### config.mk
export PLATFORM = sky130hd
export DESIGN_NAME = score_bcd_display
export DESIGN_NICKNAME = d
export VERILOG_FILES = /design/src/rtl/score_bcd_display.sv
export SDC_FILE = /design/constraint.sdc
export NUM_CORES = 1
export LEC_CHECK = 0
export ABC_CLOCK_PERIOD_IN_PS = 1400
export CORE_UTILIZATION = 50
export CTS_BUF_LIST = sky130_fd_sc_hd__clkbuf_8 sky130_fd_sc_hd__clkbuf_16
export DETAILED_ROUTE_END_ITERATION = 6
export MAX_ROUTING_LAYER = met4
export PLACE_DENSITY = 0.76
export SYNTH_ARGS = -nofsm -noshare
export SYNTH_HDL_FRONTEND = slang
export SYNTH_SLANG_ARGS = --single-unit
### constraint.sdc
create_clock -name clk_25mhz -period 1.4 [get_ports clk_25mhz]
set_input_delay 0.14 -clock clk_25mhz [delete_from_list [all_inputs] [get_ports clk_25mhz]]
set_output_delay 0.14 -clock clk_25mhz [all_outputs]
set_load 0.02 [all_outputs]
### src/rtl/score_bcd_display.sv
// Sequential binary-to-BCD converter (double dabble, one bit per cycle) driving
// registered seven-segment outputs with leading-zero blanking and overflow dashes.
module score_bcd_display #(
  parameter int SCORE_W        = 8,
  parameter int DIGITS         = 2,
  parameter int BLANK_LZ       = 1,
  parameter int SEG_ACTIVE_LOW = 1
) (
  input  logic                  clk_25mhz,
  input  logic                  reset,
  input  logic [SCORE_W-1:0]    score,
  input  logic                  score_valid,
  input  logic                  freeze,
  output logic                  busy,
  output logic                  done,
  output logic [4*DIGITS-1:0]   bcd,
  output logic [7*DIGITS-1:0]   segments,
  output logic                  overflow
);

  localparam int BCD_W = 4 * DIGITS;
  localparam int SEG_W = 7 * DIGITS;
  localparam int CNT_W = $clog2(SCORE_W + 1);

  localparam logic [6:0] SEG_DASH  = (SEG_ACTIVE_LOW != 0) ? 7'h3F : 7'h40;
  localparam logic [6:0] SEG_BLANK = (SEG_ACTIVE_LOW != 0) ? 7'h7F : 7'h00;

  typedef enum logic [1:0] {IDLE, CONV, COMMIT} state_t;

  function automatic logic [63:0] max_score();
    logic [63:0] m;
    m = 64'd1;
    for (int i = 0; i < DIGITS; i++) m = m * 64'd10;
    return m - 64'd1;
  endfunction

  localparam logic [63:0] MAX_SCORE = max_score();

  function automatic logic [6:0] seg_code(input logic [3:0] d);
    logic [6:0] c;
    case (d)
      4'd0:    c = 7'h40;
      4'd1:    c = 7'h79;
      4'd2:    c = 7'h24;
      4'd3:    c = 7'h30;
      4'd4:    c = 7'h19;
      4'd5:    c = 7'h12;
      4'd6:    c = 7'h02;
      4'd7:    c = 7'h78;
      4'd8:    c = 7'h00;
      4'd9:    c = 7'h10;
      default: c = 7'h7F;
    endcase
    return (SEG_ACTIVE_LOW != 0) ? c : ~c;
  endfunction

  function automatic logic [SEG_W-1:0] reset_segs();
    logic [SEG_W-1:0] r;
    for (int k = 0; k < DIGITS; k++)
      r[7*k +: 7] = (k == 0 || BLANK_LZ == 0) ? seg_code(4'd0) : SEG_BLANK;
    return r;
  endfunction

  localparam logic [SEG_W-1:0] RESET_SEGS = reset_segs();

  // Walk from the most significant digit down; zeros stay blank until the first non-zero digit.
  function automatic logic [SEG_W-1:0] decode_segs(input logic [BCD_W-1:0] v, input logic ovf);
    logic [SEG_W-1:0] r;
    logic             lead;
    lead = 1'b1;
    for (int k = DIGITS - 1; k >= 0; k--) begin
      if (v[4*k +: 4] != 4'd0) lead = 1'b0;
      if (ovf)
        r[7*k +: 7] = SEG_DASH;
      else if (lead && k != 0 && BLANK_LZ != 0)
        r[7*k +: 7] = SEG_BLANK;
      else
        r[7*k +: 7] = seg_code(v[4*k +: 4]);
    end
    return r;
  endfunction

  function automatic logic [BCD_W-1:0] dabble_step(input logic [BCD_W-1:0] v, input logic bit_in);
    logic [BCD_W-1:0] a;
    a = v;
    for (int k = 0; k < DIGITS; k++)
      if (a[4*k +: 4] >= 4'd5) a[4*k +: 4] = a[4*k +: 4] + 4'd3;
    return {a[BCD_W-2:0], bit_in};
  endfunction

  state_t             state;
  logic [SCORE_W-1:0] shreg;
  logic [BCD_W-1:0]   scratch;
  logic [CNT_W-1:0]   cnt;
  logic               ovf_cap;
  logic               pend_valid;
  logic [SCORE_W-1:0] pend_score;

  logic               req;
  logic               start;
  logic [SCORE_W-1:0] start_score;

  // NOTE: every variable assigned in always_comb gets a default first, so no latch is inferred.
  always_comb begin
    req         = score_valid && !freeze;
    start       = 1'b0;
    start_score = score;
    case (state)
      IDLE:   start = req;
      COMMIT: begin
        // A request landing in the commit cycle is newer than the pending one.
        start       = req || (pend_valid && !freeze);
        start_score = req ? score : pend_score;
      end
      default: ;
    endcase
  end

  assign busy = (state != IDLE);

  // NOTE: all state uses non-blocking assignments; later assignments in this block
  // deliberately override earlier ones (e.g. a new start supersedes the IDLE return).
  always_ff @(posedge clk_25mhz or negedge reset) begin
    if (!reset) begin
      state      <= IDLE;
      shreg      <= '0;
      scratch    <= '0;
      cnt        <= '0;
      ovf_cap    <= 1'b0;
      pend_valid <= 1'b0;
      pend_score <= '0;
      done       <= 1'b0;
      bcd        <= '0;
      segments   <= RESET_SEGS;
      overflow   <= 1'b0;
    end else begin
      done <= 1'b0;

      if (freeze) begin
        pend_valid <= 1'b0;
      end else if (score_valid && state != IDLE) begin
        pend_valid <= 1'b1;
        pend_score <= score;
      end

      case (state)
        CONV: begin
          scratch <= dabble_step(scratch, shreg[SCORE_W-1]);
          shreg   <= shreg << 1;
          cnt     <= cnt - CNT_W'(1);
          if (cnt == CNT_W'(1)) state <= COMMIT;
        end
        COMMIT: begin
          bcd      <= ovf_cap ? {DIGITS{4'h9}} : scratch;
          segments <= decode_segs(scratch, ovf_cap);
          overflow <= ovf_cap;
          done     <= 1'b1;
          state    <= IDLE;
        end
        default: ;
      endcase

      if (start) begin
        shreg      <= start_score;
        scratch    <= '0;
        cnt        <= CNT_W'(SCORE_W);
        ovf_cap    <= (64'(start_score) > MAX_SCORE);
        pend_valid <= 1'b0;
        state      <= CONV;
      end
    end
  end

endmodule

# Yosys cells after proc, flatten, opt, wreduce, memory -nomap -nowiden
# Memory sizes are Yosys's and may differ from the RTL's.
# Cells that the tools add are included.
# W data, S select, Z words.
totals:
  wordCells: 61
  mem_bits_ro: 224
  mem_count: 2
  out_inout_bits: 25
  inputBits: 12
  register_bits: 56
classes:
  eq_ne: 4
  muxes: 24
  n_reduce_logical: 13
  bitwise: 1
  n_addsub: 3
  magnitude_cmp: 3
mem_list:
  columns: ["memory", "words", "width", "rd", "rd_clocked_by_memory_dff", "wr", "line", "rtl"]
  rows:
  - ["(name not given)", 16, 7, 1, 0, 0, "41", "case (d)"]
  - ["(name not given)", 16, 7, 1, 0, 0, "41", null]
ops:
  columns: ["cell", "count"]
  rows:
  - ["$mux W8", 7]
  - ["$mux W7", 3]
  - ["$mux W4", 3]
  - ["$ge A4 B3 Y1 const B", 2]
  - ["$gt A8 B7 Y1 const B", 1]
  - ["$mux W1", 6]
  - ["$reduce_bool A3 Y1", 2]
  - ["$add A4 B2 Y4 const B", 1]
  - ["$eq A4 B1 Y1 const B", 1]
  - ["$mux W2", 2]
  - ["$pmux W2 S2", 1]
  - ["$reduce_and A2 Y1", 2]
  - ["$reduce_bool A2 Y1", 2]
  - ["$reduce_bool A4 Y1", 1]
  - ["$sub A4 B1 Y4 const B", 1]
  - ["$add A3 B2 Y3 const B", 1]
  - ["$logic_and A1 B1 Y1", 3]
  - ["$mux W3", 1]
  - ["$ne A3 B3 Y1 const B", 1]
  - ["$eq A2 B1 Y1 const B", 1]
  - ["$eq A2 B2 Y1 const B", 1]
  - ["$logic_not A2 Y1", 1]
  - ["$pmux W1 S2", 1]
  - ["$logic_not A1 Y1", 1]
  - ["other kinds (2)", 2]

# Depth between registers and ports, before layout
# Gate-level depths: netlist of run 1.
logic_depth:
  depth_word: 6
  depth_mapped: 7
  ltp_nobuf: 6

# Least setup slack after synthesis of run 1
# OpenSTA, ideal clock, no wires.
synth_path:
  path_kind: "register to register"
  start: "reg state[0]"
  end: "reg pend_score[0]"
  period_less_slack_ns: 1.513
  required_ns: 1.275
  setup_time_ns: 0.125
  stages_incl_launch_ff: 6
  setup_slack_ns: -0.113
  arrival_ns: 1.388
  n_path_buf: 2
  cell_sequence: "dfrtp_1 > buf_2 > or2_1 > nor2b_1 > buf_6 > mux2_4"
synth_between:
  elab_chain_cells: 3
synth_rtl:
  columns: ["element", "line", "rtl"]
  rows:
  - ["from (decl)", "91", "state_t state;"]
  - ["from (signal assigned)", "125", "state <= IDLE;"]
  - ["from (signal assigned)", "151", "if (cnt == CNT_W'(1)) state <= COMMIT;"]
  - ["from (signal assigned)", "158", "state <= IDLE;"]
  - ["$reduce_bool A2 Y1", null, null]
  - ["via busy", "14", "output logic busy,"]
  - ["$logic_and A1 B1 Y1", "141", "end else if (score_valid && state != IDLE) begin"]
  - ["$reduce_and A2 Y1 (no line)", null, null]
  - ["to (signal assigned)", "143", "pend_score <= score;"]
  - ["to (decl)", "97", "logic [SCORE_W-1:0] pend_score;"]
# The timed path passes the listed nets, and every way through them passes these cells.
# A chain may end at the register's enable or synchronous reset.

# Worst setup path in the final report of run 1
layout_path:
  start: "reg scratch[4]"
  end: "reg scratch[7]"
layout_between:
  elab_chain_cells: 4
  word_cells_on_any_way: 5
  classes_between: "1 x add/sub; 1 x order compare; 3 x mux"
layout_rtl:
  columns: ["element", "line", "rtl"]
  rows:
  - ["from (decl)", "93", "logic [BCD_W-1:0] scratch;"]
  - ["from (signal assigned)", "148", "scratch <= dabble_step(scratch, shreg[SCORE_W-1]);"]
  - ["$ge A4 B3 Y1 / $add A3 B2 Y3 (equally long branches)", "87", "if (a[4*k +: 4] >= 4'd5) a[4*k +: 4] = a[4*k +: 4] + 4'd3;"]
  - ["$mux W3 (*)", "87", null]
  - ["$mux W8 (*)", "146", "case (state)"]
  - ["$mux W8 (*)", "163", "if (start) begin"]
# Every way passes the cells marked *; elsewhere a longest branch is shown, timed or not. The select of a mux whose other input is x is not followed.

==> results of run 1 <==
[path summary, 6_finish.rpt]
path / end / cells after the start
worst max-delay path: scratch[7] / 6
worst min-delay path: shreg[7] / 3
worst max register to register: scratch[7] / 6
worst min register to register: bcd[7] / 2
max in group asynchronous: segments[6] / 3
min in group clk_25mhz: bcd[7] / 2
[timing repair]
action                     CTS  global route
hold endpoints to repair    48             0
buffers inserted             4             5
hold buffers                 1             0
cloned                       0             1
setup endpoints to repair   55            38
resized for setup           39            41
pin swaps                    8            10
[synth_stat cells (2+ instances only)]
library cell,count
nand2_1,40
a31oi_1,6
inv_1,17
nor2_1,24
o221ai_2,6
o311a_1,2
buf_2,8
buf_6,3
xnor2_1,3
nand3_1,2
a21oi_1,17
a211oi_1,4
o31ai_1,4
a21o_1,2
clkbuf_1,4
o22ai_1,7
ha_1,14
mux2_4,8
o22a_1,2
nand2b_1,6
dfrtp_1,48
or3_1,2
mux2i_1,11
dfstp_2,8
nor2b_1,3
nand2_4,2
nor3_1,4
o21ai_0,11
[where the power goes]
group          total (mW)  leakage, nW  internal (mW)  switching, mW
combinational        5.51         1.13           2.72           2.79
clock                1.23       0.0695          0.708          0.521
sequential           3.09        0.670           2.44          0.655
total                9.83         1.87           5.86           3.97
[kinds of logic after synthesis]
kind of cell	count (synthesis)	share of synthesized area
and+or+nand+nor	90	0.1397
adders and majority gates	14	0.05927
muxes	20	0.08171
AOI/OAI and AO/OA	71	0.1727
buffers and inverters	34	0.05715
DFF	56	0.4776
xor gates and xnor gates	4	0.01186
[worst max-delay path: stages, from the launching register on]
cell      delay, ps
dfrtp_1         430
inv_2           110
ha_4            180
ha_4            200
o21bai_1        140
a22oi_1         170
o22ai_1         100
[state kept, by name (all words and copies together) (netlist names)]
signal      flops
ovf_cap         1
overflow        1
bcd             8
state           2
pend_valid      1
pend_score      8
cnt             4
segments       14
shreg           8
scratch         8
done            1
[stage by stage]
step	power, mW	setup WS, ps
after floorplan	6.091	-14.66
after CTS	9.166	-41.21
after global placement	7.747	-207.2
final	9.829	-49.53
after global routing	10.53	-116.2
after detailed placement	7.876	-263.4
[area by class of cell]
class | instances | area share
clock inverters | 3 | 0.01563
well taps | 72 | 0.02207
repair buffers | 84 | 0.1873
clock buffers | 5 | 0.01686
inverters | 18 | 0.01778
flip-flops and latches | 56 | 0.3469
multi-input cells | 199 | 0.3935
[placed cells by master, fill, tap and decap left out, types with 3 or more instances in the layout]
| cell type | instances |
|---|---|
| o22ai_1 | 7 |
| buf_6 | 6 |
| clkdlybuf4s50_1 | 10 |
| clkbuf_8 | 5 |
| dlygate4sd2_1 | 23 |
| xnor2_1 | 3 |
| mux2_4 | 9 |
| nand2_1 | 38 |
| buf_4 | 37 |
| nor2_1 | 23 |
| inv_1 | 14 |
| nor3_1 | 3 |
| buf_12 | 3 |
| o21ai_0 | 10 |
| a31oi_1 | 6 |
| inv_2 | 4 |
| mux2i_1 | 6 |
| mux2i_2 | 5 |
| o221ai_2 | 6 |
| ha_4 | 6 |
| a21oi_2 | 5 |
| a21oi_1 | 12 |
| ha_1 | 7 |
| dfstp_2 | 8 |
| o31ai_1 | 4 |
| dfrtp_1 | 44 |
| dfrtp_2 | 4 |
| nand2b_1 | 3 |
| a211oi_1 | 3 |
[routing by layer]
metal	global-route usage	vias to the layer above
li1	-	1157
met1	0.2740	1171
met2	0.3609	60
met3	0.03563	13
met4	0.04727	0
met5	-	-
==> results.cfg, run 1 <==
[placed_design]
dp_cells = 419
io_buffers = 36
place_area_mm2 = 0.003657
gp_congestion = 0.8168
dp_hpwl_um = 4225

[drt]
wire_per_inst_um = 15.24
highest_layer = met4
antenna_left = 0
drt-pass1-iter-count = 4
met1_length_um = 2880
routed-wl-met3_um = 263
routed_via_density = 5.494
route.met2.wl_um = 3415
wl_um = 6661
drcViolationCount = 0
via_count = 2401
drt-initial-drc-count = 129

[finish]
multi_input_area_mm2 = 0.001607
n_antenna_cell = 0
drive_gt1_frac = 0.3562
seq_area_mm2 = 0.001416
stdcell_count = 437
final_area_mm2 = 0.004083
post-route-util = 0.7280
syn_to_final_growth_pct = 38.15
finalNetCount = 390
num-fill-cells = 425

[timing]
relSlewSlack = 0.6944
skew_ps = 13.01
rsz0062_at_grt = yes
finalSetupViolCount = 4
hold_viol = 0
drv_slew = 0
setup_ws_ps = -49.53
worst_pin_slew_ps = 458.5
setup_tns_ps = -69.58
fmax_mhz = 689.9
whs_ps = 357.6
fin_crit_sh = 1.035
min_period_ps = 1450

[logic_synthesis]
ys_seq_area_frac = 0.4776
synth_cells = 289
synth_edf_count = 0
async_flop_share = 1.000
syn-cell-area_mm2 = 0.002955
syn_nets = 315
yosysWarnings = 0
synth.area.top_cells = dfrtp_1 (41%), dfstp_2 (7.1%), ha_1 (5.9%)
synth_cell_type_count = 49
synthFlopType = dfrtp_1
synth-seq-cells = 56
syn_avg_cell_area_um2 = 10.23
synth_top_area_share = 0.4064
yosys.area.top_type = dfrtp_1

[clock_tree]
cts-root-buf = clkbuf_8
cts_tree = done
clockBufferDepth = 2
clock_latency_ps = 310
htree_num_levels = 2
clock_sinks = 56
cts_buffers = 5
path_clk_slew_ps = 100

[setup_path]
worstSetupPathType = register to register
rrSetupSlack_ps = -50
arrival_ps = 1640
start_kind = register
path_max_fanout = 3
cp-startpoint = scratch[4]
reg2reg_from = scratch[4]
critPathCaptureType = register
worst_ep_required_time_ps = 1590

[die]
rows = 27
fp.coreArea_mm2 = 0.005608
dieArea_mm2 = 0.006222
die_w_um = 78.88
initial_core_util = 0.5270
io_pins = 37
die_height_um = 78.88

[pwr]
max-vdd-ir-drop_mv = 1.030
cellLeakagePower_nw = 1.871
power.density_mw_per_mm2 = 2407

[global_route]
grt_max_degree = 57
grt_usage = 0.2145
antenna_found_initial = 0
grt_pass1_vias = 2279
grt-ovfl-total = 0
grt_pass1_wl_um = 10340

[hold_path]
hold_path.class = input port to asynchronous set/reset pin

[status]
status = finished, violations left
violations = setup timing

[run]
maxCapViolCount = 0
No activity file was read; power rests on OpenSTA's default activity.
==> run 2: changes to the inputs <==
REMOVE_ABC_BUFFERS = 1   (was unset)
==> run 2 against run 1 <==
Effect of this change:
- largest power group unchanged
- clock skew shrank 5.5 ps
- combinational power grew 1%
- via count grew 0.58%
- routed wire length grew 3.6%
- the flow still finishes with violations (setup timing)
- clock power shrank 16%
- cell area grew 1.3%
- critical endpoint is now segments[13]
==> results.cfg, run 2 (same netlist as run 1, synthesis figures left out) <==
[finish]
syn_to_final_growth_pct = 40.01
n_antenna_cell = 0
post-route-util = 0.7378
final_area_mm2 = 0.004138
finalNetCount = 395
largest_reg_flops = 14
final_common_cell = dfrtp_1
layout_common_cells = dfrtp_1 (46), nand2_1 (40), buf_4 (40), nor2_1 (23), dlygate4sd2_1 (23)
regMostFlops = segments
drive_gt1_frac = 0.3568
stdcell_count = 442

[timing]
relSlewSlack = 0.6635
whs_ps = 352.7
setup_tns_ps = -106.3
finalSetupViolCount = 7
worst_pin_slew_ps = 504.8
fmax_mhz = 691.1
rsz0062_at_grt = yes
min_period_ps = 1447
skew_ps = 7.466
hold_viol = 0
fin_crit_sh = 1.034
drv_slew = 0
setup_ws_ps = -47.05

[placed_design]
dp_cells = 424
dp_hpwl_um = 4360
place_area_mm2 = 0.003640
io_buffers = 36
gp_congestion = 0.8445
post-place-ws_ps = -265.6

[clock_tree]
path_clk_slew_ps = 100
clockBufferDepth = 2
cts-root-buf = clkbuf_8
cts_buffers = 5
clock_sinks = 56
cts_tree = done
clock_latency_ps = 310
htree_num_levels = 2

[setup_path]
critPathCaptureType = register
start_kind = register
path_max_fanout = 4
rr_worst_depth = 6
worst_ep_required_time_ps = 1630
worstSetupPathType = register to register
arrival_ps = 1680

[global_route]
grt_pass1_vias = 2367
grt-ovfl-total = 0
grt_pass1_wl_um = 10850
antenna_found_initial = 0
grt_max_degree = 57
grt_usage = 0.2295

[pwr]
power.density_mw_per_mm2 = 2346
p_total_mw = 9.707
cellLeakagePower_nw = 1.883
max-vdd-ir-drop_mv = 1.284

[die]
die_height_um = 78.88
dieArea_mm2 = 0.006222
die_w_um = 78.88
io_pins = 37
fp.coreArea_mm2 = 0.005608
initial_core_util = 0.5270
rows = 27

[hold_path]
hold_path.class = input port to asynchronous set/reset pin

[drt]
wl_um = 6901
drt-pass1-iter-count = 4
drcViolationCount = 0
antenna_left = 0
routed_via_density = 5.464
drt-initial-drc-count = 106
via_count = 2415
wire_per_inst_um = 15.61

[status]
status = finished, violations left
violations = setup timing

[run]
maxCapViolCount = 0
run 2: path summary, 6_finish.rpt:
check	start	end	slack, ps
max in group asynchronous	reset	segments[6]	760
worst min register to register	bcd[0]	bcd[0]	470
min in group clk_25mhz	bcd[0]	bcd[0]	470
worst max register to register	scratch[4]	segments[13]	-50
worst min-delay path	reset	cnt[1]	350
worst max-delay path	scratch[4]	segments[13]	-50
run 2: metal layers:
layer | vias to the layer above | global-route usage | wire length (um)
met1 | 1152 | 0.2815 | 2905
met5 | - | - | 0
met2 | 73 | 0.3852 | 3512
met3 | 18 | 0.04023 | 308
met4 | 0 | 0.07636 | 175
li1 | 1172 | - | -
run 2: report_power, final:
| group | total (mW) | switching (mW) | internal, mW |
|---|---|---|---|
| clock | 1.03 | 0.509 | 0.524 |
| sequential | 3.08 | 0.652 | 2.43 |
| combinational | 5.59 | 2.86 | 2.73 |
| total | 9.71 | 4.02 | 5.69 |
run 2: final cells by class:
| type | instances | area (um2) |
|---|---|---|
| Clock buffer | 5 | 68.82 |
| Timing Repair Buffer | 88 | 770.7 |
| Multi-Input combinational cell | 200 | 1683 |
| Sequential cell | 56 | 1414 |
| Clock inverter | 3 | 38.79 |
| Tap cell | 72 | 90.09 |
| Inverter | 18 | 72.57 |
| Fill cell | 418 | 1470 |
run 2: what timing repair did:
item | CTS | global route
buffers inserted | 3 | 6
endpoints found under the setup margin | 55 | 40
hold endpoints to repair | 48 | 0
gates cloned | 0 | 1
hold buffers | 1 | 0
pin swaps | 14 | 18
resized for setup | 58 | 42
run 2: critical path, stage by stage (launching register included):
cell	delay (ps)
dfrtp_1	430
inv_2	80
buf_6	130
ha_4	160
or3_1	380
a21oi_2	120
o41ai_1	70
